--- src/rtl/cdb_arbiter_if.sv ---
// FU-result / common-data-bus bundle between the execute-stage FU array and cdb_arbiter.
// master = arbiter side (drives sel and cdb); slave = FU array / consumers side.
interface cdb_arbiter_if #(
   parameter int N_FU      = 8,
   parameter int CDB_WIDTH = 2
);
   localparam int VAL_W  = 32;
   localparam int PRF_W  = 6;
   localparam int ROB_W  = 5;
   localparam int ADDR_W = 32;

   typedef struct packed {
      logic              valid;
      logic [VAL_W-1:0]  value;
      logic              value_valid;
      logic [PRF_W-1:0]  dest_prf;
      logic [ROB_W-1:0]  rob_entry;
      logic [ADDR_W-1:0] branch_address;
   } FUNC_OUTPUT;

   typedef struct packed {
      logic              valid;
      logic [VAL_W-1:0]  value;
      logic              value_valid;
      logic [PRF_W-1:0]  dest_prf;
      logic [ROB_W-1:0]  rob_entry;
      logic              is_branch;
      logic [ADDR_W-1:0] branch_address;
   } CDB_PACKET;

   FUNC_OUTPUT      fu_out [N_FU];
   logic            squash;
   logic [N_FU-1:0] sel;
   CDB_PACKET       cdb [CDB_WIDTH];

   modport master (input fu_out, input squash, output sel, output cdb);
   modport slave  (output fu_out, output squash, input sel, input cdb);
endinterface

--- src/rtl/cdb_arbiter.sv ---
// Round-robin completion arbiter: grants up to CDB_WIDTH valid FUs per cycle onto a registered CDB.
// Optional macro CDB_PERF_CNT_EN adds perf_bcast_cnt / perf_stall_cnt counters.
module cdb_arbiter #(
   parameter int              N_FU           = 8,
   parameter int              CDB_WIDTH      = 2,
   parameter logic [N_FU-1:0] BRANCH_FU_MASK = N_FU'(8'b0000_0001)
) (
   input  logic          clock,
   input  logic          reset,
   cdb_arbiter_if.master cdb_bus
`ifdef CDB_PERF_CNT_EN
   ,
   output logic [31:0]   perf_bcast_cnt,
   output logic [31:0]   perf_stall_cnt
`endif
);
   localparam int PTR_W  = (N_FU > 1) ? $clog2(N_FU) : 1;
   localparam int CNT_W  = $clog2(N_FU + 1);
   localparam int VAL_W  = 32;
   localparam int PRF_W  = 6;
   localparam int ROB_W  = 5;
   localparam int ADDR_W = 32;

   typedef struct packed {
      logic              valid;
      logic [VAL_W-1:0]  value;
      logic              value_valid;
      logic [PRF_W-1:0]  dest_prf;
      logic [ROB_W-1:0]  rob_entry;
      logic              is_branch;
      logic [ADDR_W-1:0] branch_address;
   } slot_t;

   logic [PTR_W-1:0] rr_q, rr_d;
   slot_t            cdb_q [CDB_WIDTH];
   slot_t            cdb_d [CDB_WIDTH];
   logic [N_FU-1:0]  valid_vec, grant;
   logic [CNT_W-1:0] n_grant;
   logic [PTR_W:0]   scan_sum, next_sum;
   logic [PTR_W-1:0] idx, last_idx;

   // Grant stage: scan from rr_q with wrap, pack winners into slots 0.. in scan order.
   always_comb begin
      grant    = '0;
      n_grant  = '0;
      rr_d     = rr_q;
      scan_sum = '0;
      next_sum = '0;
      idx      = '0;
      last_idx = rr_q;
      for (int k = 0; k < CDB_WIDTH; k++) cdb_d[k] = '0;
      for (int i = 0; i < N_FU; i++) valid_vec[i] = cdb_bus.fu_out[i].valid;

      for (int off = 0; off < N_FU; off++) begin
         scan_sum = {1'b0, rr_q} + (PTR_W+1)'(off);
         if (scan_sum >= (PTR_W+1)'(N_FU)) scan_sum = scan_sum - (PTR_W+1)'(N_FU);
         idx = scan_sum[PTR_W-1:0];
         if (valid_vec[idx] && (n_grant < CNT_W'(CDB_WIDTH))) begin
            grant[idx] = 1'b1;
            for (int k = 0; k < CDB_WIDTH; k++) begin
               if (n_grant == CNT_W'(k)) begin
                  cdb_d[k].valid          = 1'b1;
                  cdb_d[k].value          = cdb_bus.fu_out[idx].value;
                  cdb_d[k].value_valid    = cdb_bus.fu_out[idx].value_valid;
                  cdb_d[k].dest_prf       = cdb_bus.fu_out[idx].dest_prf;
                  cdb_d[k].rob_entry      = cdb_bus.fu_out[idx].rob_entry;
                  cdb_d[k].is_branch      = BRANCH_FU_MASK[idx];
                  cdb_d[k].branch_address = BRANCH_FU_MASK[idx] ?
                                            cdb_bus.fu_out[idx].branch_address : '0;
               end
            end
            n_grant  = n_grant + 1'b1;
            last_idx = idx;
         end
      end

      if (n_grant != '0) begin
         next_sum = {1'b0, last_idx} + 1'b1;
         if (next_sum == (PTR_W+1)'(N_FU)) next_sum = '0;
         rr_d = next_sum[PTR_W-1:0];
      end

      // Squash drains every valid FU but broadcasts nothing and restarts the scan at 0.
      if (cdb_bus.squash) begin
         grant = valid_vec;
         rr_d  = '0;
         for (int k = 0; k < CDB_WIDTH; k++) cdb_d[k] = '0;
      end

      if (reset) grant = '0;
   end

   assign cdb_bus.sel = grant;

   always_comb begin
      for (int k = 0; k < CDB_WIDTH; k++) cdb_bus.cdb[k] = cdb_q[k];
   end

   // Broadcast stage: registered CDB slots and round-robin pointer.
   always_ff @(posedge clock) begin
      if (reset) begin
         rr_q <= '0;
         for (int k = 0; k < CDB_WIDTH; k++) cdb_q[k] <= '0;
      end else begin
         rr_q <= rr_d;
         for (int k = 0; k < CDB_WIDTH; k++) cdb_q[k] <= cdb_d[k];
      end
   end

`ifdef CDB_PERF_CNT_EN
   logic [CNT_W-1:0] n_valid;
   logic [31:0]      bcast_q, stall_q;

   always_comb begin
      n_valid = '0;
      for (int i = 0; i < N_FU; i++) n_valid = n_valid + CNT_W'(valid_vec[i]);
   end

   always_ff @(posedge clock) begin
      if (reset) begin
         bcast_q <= '0;
         stall_q <= '0;
      end else if (!cdb_bus.squash) begin
         bcast_q <= bcast_q + 32'(n_grant);
         stall_q <= stall_q + 32'(n_valid - n_grant);
      end
   end

   assign perf_bcast_cnt = bcast_q;
   assign perf_stall_cnt = stall_q;
`endif
endmodule

--- src/flat_wrapper.sv ---
// flat-port wrapper written by rule: the top's interface ports become plain ports
module cdb_arbiter_flat 
#(
   parameter int              N_FU           = 8,
   parameter int              CDB_WIDTH      = 2,
   parameter logic [N_FU-1:0] BRANCH_FU_MASK = N_FU'(8'b0000_0001)
)
  (clock, reset, cdb_bus_fu_out, cdb_bus_squash, cdb_bus_sel, cdb_bus_cdb);
  cdb_arbiter_if #(.N_FU(N_FU), .CDB_WIDTH(CDB_WIDTH)) cdb_bus_i ();
  input  logic clock;
  input  logic reset;
  input wire logic [$bits(cdb_bus_i.fu_out)-1:0] cdb_bus_fu_out;
  input wire logic [$bits(cdb_bus_i.squash)-1:0] cdb_bus_squash;
  output wire logic [$bits(cdb_bus_i.sel)-1:0] cdb_bus_sel;
  output wire logic [$bits(cdb_bus_i.cdb)-1:0] cdb_bus_cdb;
  assign cdb_bus_i.fu_out = {>>{cdb_bus_fu_out}};
  assign cdb_bus_i.squash = cdb_bus_squash;
  assign cdb_bus_sel = cdb_bus_i.sel;
  assign cdb_bus_cdb = {>>{cdb_bus_i.cdb}};
  cdb_arbiter #(.N_FU(N_FU), .CDB_WIDTH(CDB_WIDTH), .BRANCH_FU_MASK(BRANCH_FU_MASK)) u_core (.clock(clock), .reset(reset), .cdb_bus(cdb_bus_i));
endmodule
--- config.mk ---
export PLATFORM = sky130hd
export DESIGN_NAME = cdb_arbiter_flat
export DESIGN_NICKNAME = d
export VERILOG_FILES = /design/src/rtl/cdb_arbiter_if.sv /design/src/rtl/cdb_arbiter.sv /design/src/flat_wrapper.sv
export SDC_FILE = /design/constraint.sdc
export NUM_CORES = 2
export LEC_CHECK = 0
export BUFFER_PORTS_ARGS = -buffer_cell sky130_fd_sc_hd__buf_4
export CORE_MARGIN = 3
export CORE_UTILIZATION = 30
export CTS_BUF_LIST = sky130_fd_sc_hd__clkbuf_16
export CTS_CLUSTER_SIZE = 16
export DETAILED_ROUTE_END_ITERATION = 10
export PLACE_DENSITY_LB_ADDON = 0.1
export SLEW_MARGIN = 5
export SYNTH_ARGS = -nofsm -noshare
export SYNTH_HDL_FRONTEND = slang
export SYNTH_SLANG_ARGS = --single-unit
--- constraint.sdc ---
create_clock -name clock -period 13.4 [get_ports clock]
set_input_delay 0.67 -clock clock [delete_from_list [all_inputs] [get_ports clock]]
set_output_delay 0.67 -clock clock [all_outputs]
set_load 0.1 [all_outputs]
==> run metrics <==
crit path time final=10.64 ns; Worst setup EP type=output port; Detailed Route WL=169000 um; startpoint types=flip-flop; Syn. warnings=0; Worst-Skew Late Latency=0.51 ns; Syn Nets=4273; cell mode on critical path=ha_1; fin crit share=79.4%; CP max stage delay=0.73 ns; Antenna Violating Nets Remaining=0; top-count cell post-synth=nand2_1; CTS H-tree lvls=4; GPL Wtd Cong=0.894; R2R depth=31; clock skew=0.0167 ns; DRT iter0 DRCs=4091; Max Cap Viol=0; worst relative slew slack=10.5%; number of flops mapped to enable cells by yosys=0; status=completed; Die Y=332 um; die area=110000 um^2; Post-synth top cells=714 x nand2_1, 519 x mux4_2, 288 x clkbuf_1; pre-CTS setup slack=3.26 ns; io pins=783; # setup viols final=0; HP Class=in2reg; number of vias per cell=6.52; VDD IR max=205 uV; wire per inst=30.9 um; Vias=35700; Setup Buffers After CTS=0; Area Growth Syn to Fin=23.0%; # nets final=4703; initial core utilization=30.5%; cts bufs inserted=17; Synth Area per Inst=8.78 um^2; crit path max fanout=44; Worst Setup EP=cdb_bus_sel[1]; Pleak=14.3 nW; Synth area leader=mux4_2; Max Freq=94.0 MHz; TritonCTS clock tree=built; largest family of logic cells by synthesized area=multiplexers; dpl hpwl=115000 um; CP Launch Point=u_core.rr_q[0]; simple-gate share of the synthesized area=15.2%; Top FF cell, synth=dfxtp_1; hold-fix buffer count after cts=0; Synth Area in Compound Gates=21.2%; Sink Count=160; final worst slack=2.76 ns; Critical Path RT=12.73 ns; total track usage=29.4%; vias in the first global route=34300; Area contributors post-synth=mux4_2 37%, dfxtp_1 10%, nand2_1 8.4%; Slowest-stage cell, CP=dfxtp_4; port buffer count=782; top cell type's share of synthesized area=36.7%; Slew @ Worst Pin=1.34 ns; Setup CP Type=reg2out; final hold violation count=0; Slew Limit Fails=0; Clock transition at path regs=0.08 ns; CORE AREA=104000 um^2; Syn Inst Count=3626; setup_tns=0 ns; Synth cell types=78; first-pass GRT wire length=244000 um; First-pass DRT Iterations=9; CP arrival=9.97 ns; R2R setup slack=3.04 ns; cell area after synthesis=31800 um^2; Post-synth ARST share=0%; Overflow after GRT=0; adder-cell area share of the yosys netlist=1.10%; die width=332 um; pin count of the biggest net entering global routing=144; DR DRC count=0; post-synthesis mux area share=46.2%; PD cells=253 nW/um^2; RSZ-0062 raised after global routing=false; CTS resizes=0; CTS root buf=clkbuf_16; XOR/XNOR Fraction of Synth Area=0.342%; CTS max path bufs=2; layout cells sized above 1=36.8%; initial antenna violation count=32; r2r startpoint=u_core.rr_q[0]; post-synthesis sequential area ratio=10.1%; FF+latch count, synth=160; row count=118
[per-stage QoR]
stage	util, %	instance area, um^2	hold WS (ns)	instances	total power [mW]
CTS	37.4	39100	0.711	5449	9.83
global placement	36.9	38500	0.893	5417	9.29
finish	37.5	39200	0.761	5479	9.93
global route	37.5	39100	0.757	5472	10.6
detailed placement	36.9	38500	0.902	5417	9.24
floorplan	-	31800	0.951	3626	6.89
[cells in the final DEF, fill, tap and decap left out, types with 11 or more instances in the layout]
cell type and n:
o22ai_1 29, a22oi_1 33, and3_1 23, mux2_2 38
o21a_1 18, ha_1 26, o211ai_1 84, clkbuf_16 18
nor3_1 79, dfxtp_1 157, nor2_1 119, and2_1 11
a31oi_1 14, a32oi_1 46, o311ai_0 15, mux2i_1 257
o21ai_0 141, a221oi_1 36, o32ai_1 20, buf_4 847
a311oi_1 32, nand2_1 705, o221ai_1 27, mux4_2 519
a211oi_1 88, diode_2 30, a22o_1 25, inv_1 30
a311o_1 32, a222oi_1 18, a21oi_1 281, nand3_1 165
[cells by family after synthesis]
group,after synthesis
AO/OA/AOI/OAI,985
buffers and inverters,470
adder cells (fa/ha/maj),28
multiplexers,816
AND/OR/NAND/NOR,1157
flip-flops,160
XOR/XNOR,10
[per-layer routing]
| metal | up-vias | GRT usage, % | part of all wire (%) |
|---|---|---|---|
| met2 | 2222 | 46.8 | 47 |
| li1 | 15300 | - | - |
| met4 | 4 | 11.1 | 3.5 |
| met1 | 17800 | 39.5 | 41 |
| met5 | - | 0 | 0.020 |
| met3 | 341 | 5.63 | 9.2 |
[flip-flops by register name, summed over array words and instances, names as in the netlist, named ones only]
signal and flops:
u_core.cdb_q 156, u_core.rr_q 3
[report_power, final]
group / internal (mW) / switching, mW
combinational: 3.14 / 5.51
clock: 0.281 / 0.268
sequential: 0.608 / 0.126
total: 4.03 / 5.90
[how the worst min path moves through the flow]
| stage | cells past startpoint | slack [ns] | endpoint | from |
|---|---|---|---|---|
| 6_report | 4 | 0.76 | u_core.cdb_q[0][12] | cdb_bus_fu_out[397] |
| 5_1_grt | 4 | 0.76 | u_core.cdb_q[0][12] | cdb_bus_fu_out[397] |
| 4_1_cts | 4 | 0.71 | u_core.cdb_q[0][19] | cdb_bus_fu_out[404] |
| 3_5_place_dp | 2 | 0.90 | u_core.rr_q[1] | u_core.rr_q[1] |
| 3_3_place_gp | 2 | 0.89 | u_core.rr_q[1] | u_core.rr_q[1] |
| 2_1_floorplan | 3 | 0.95 | u_core.rr_q[2] | cdb_bus_squash |
[cell type report]
cell class | count | area [um^2]
well taps | 1380 | 1730
clock buffers | 18 | 450
fillers | 10700 | 65200
multi-input cells | 2996 | 27000
diodes | 30 | 75.1
repair buffers | 851 | 6440
flip-flops and latches | 160 | 3210
clock inverters | 14 | 124
inverters | 30 | 118
[worst max-delay path, delay by kind of cell, from the launching register on]
family / cells / cell delay (ns)
xor+xnor: 1 / 0.21
fa+ha+maj: 5 / 2.15
buf+inv: 4 / 1.31
mux: 3 / 1.19
simple gates: 7 / 1.65
compound gates: 7 / 2.18
flops: 1 / 0.73
No activity file was read; power rests on OpenSTA's default activity.
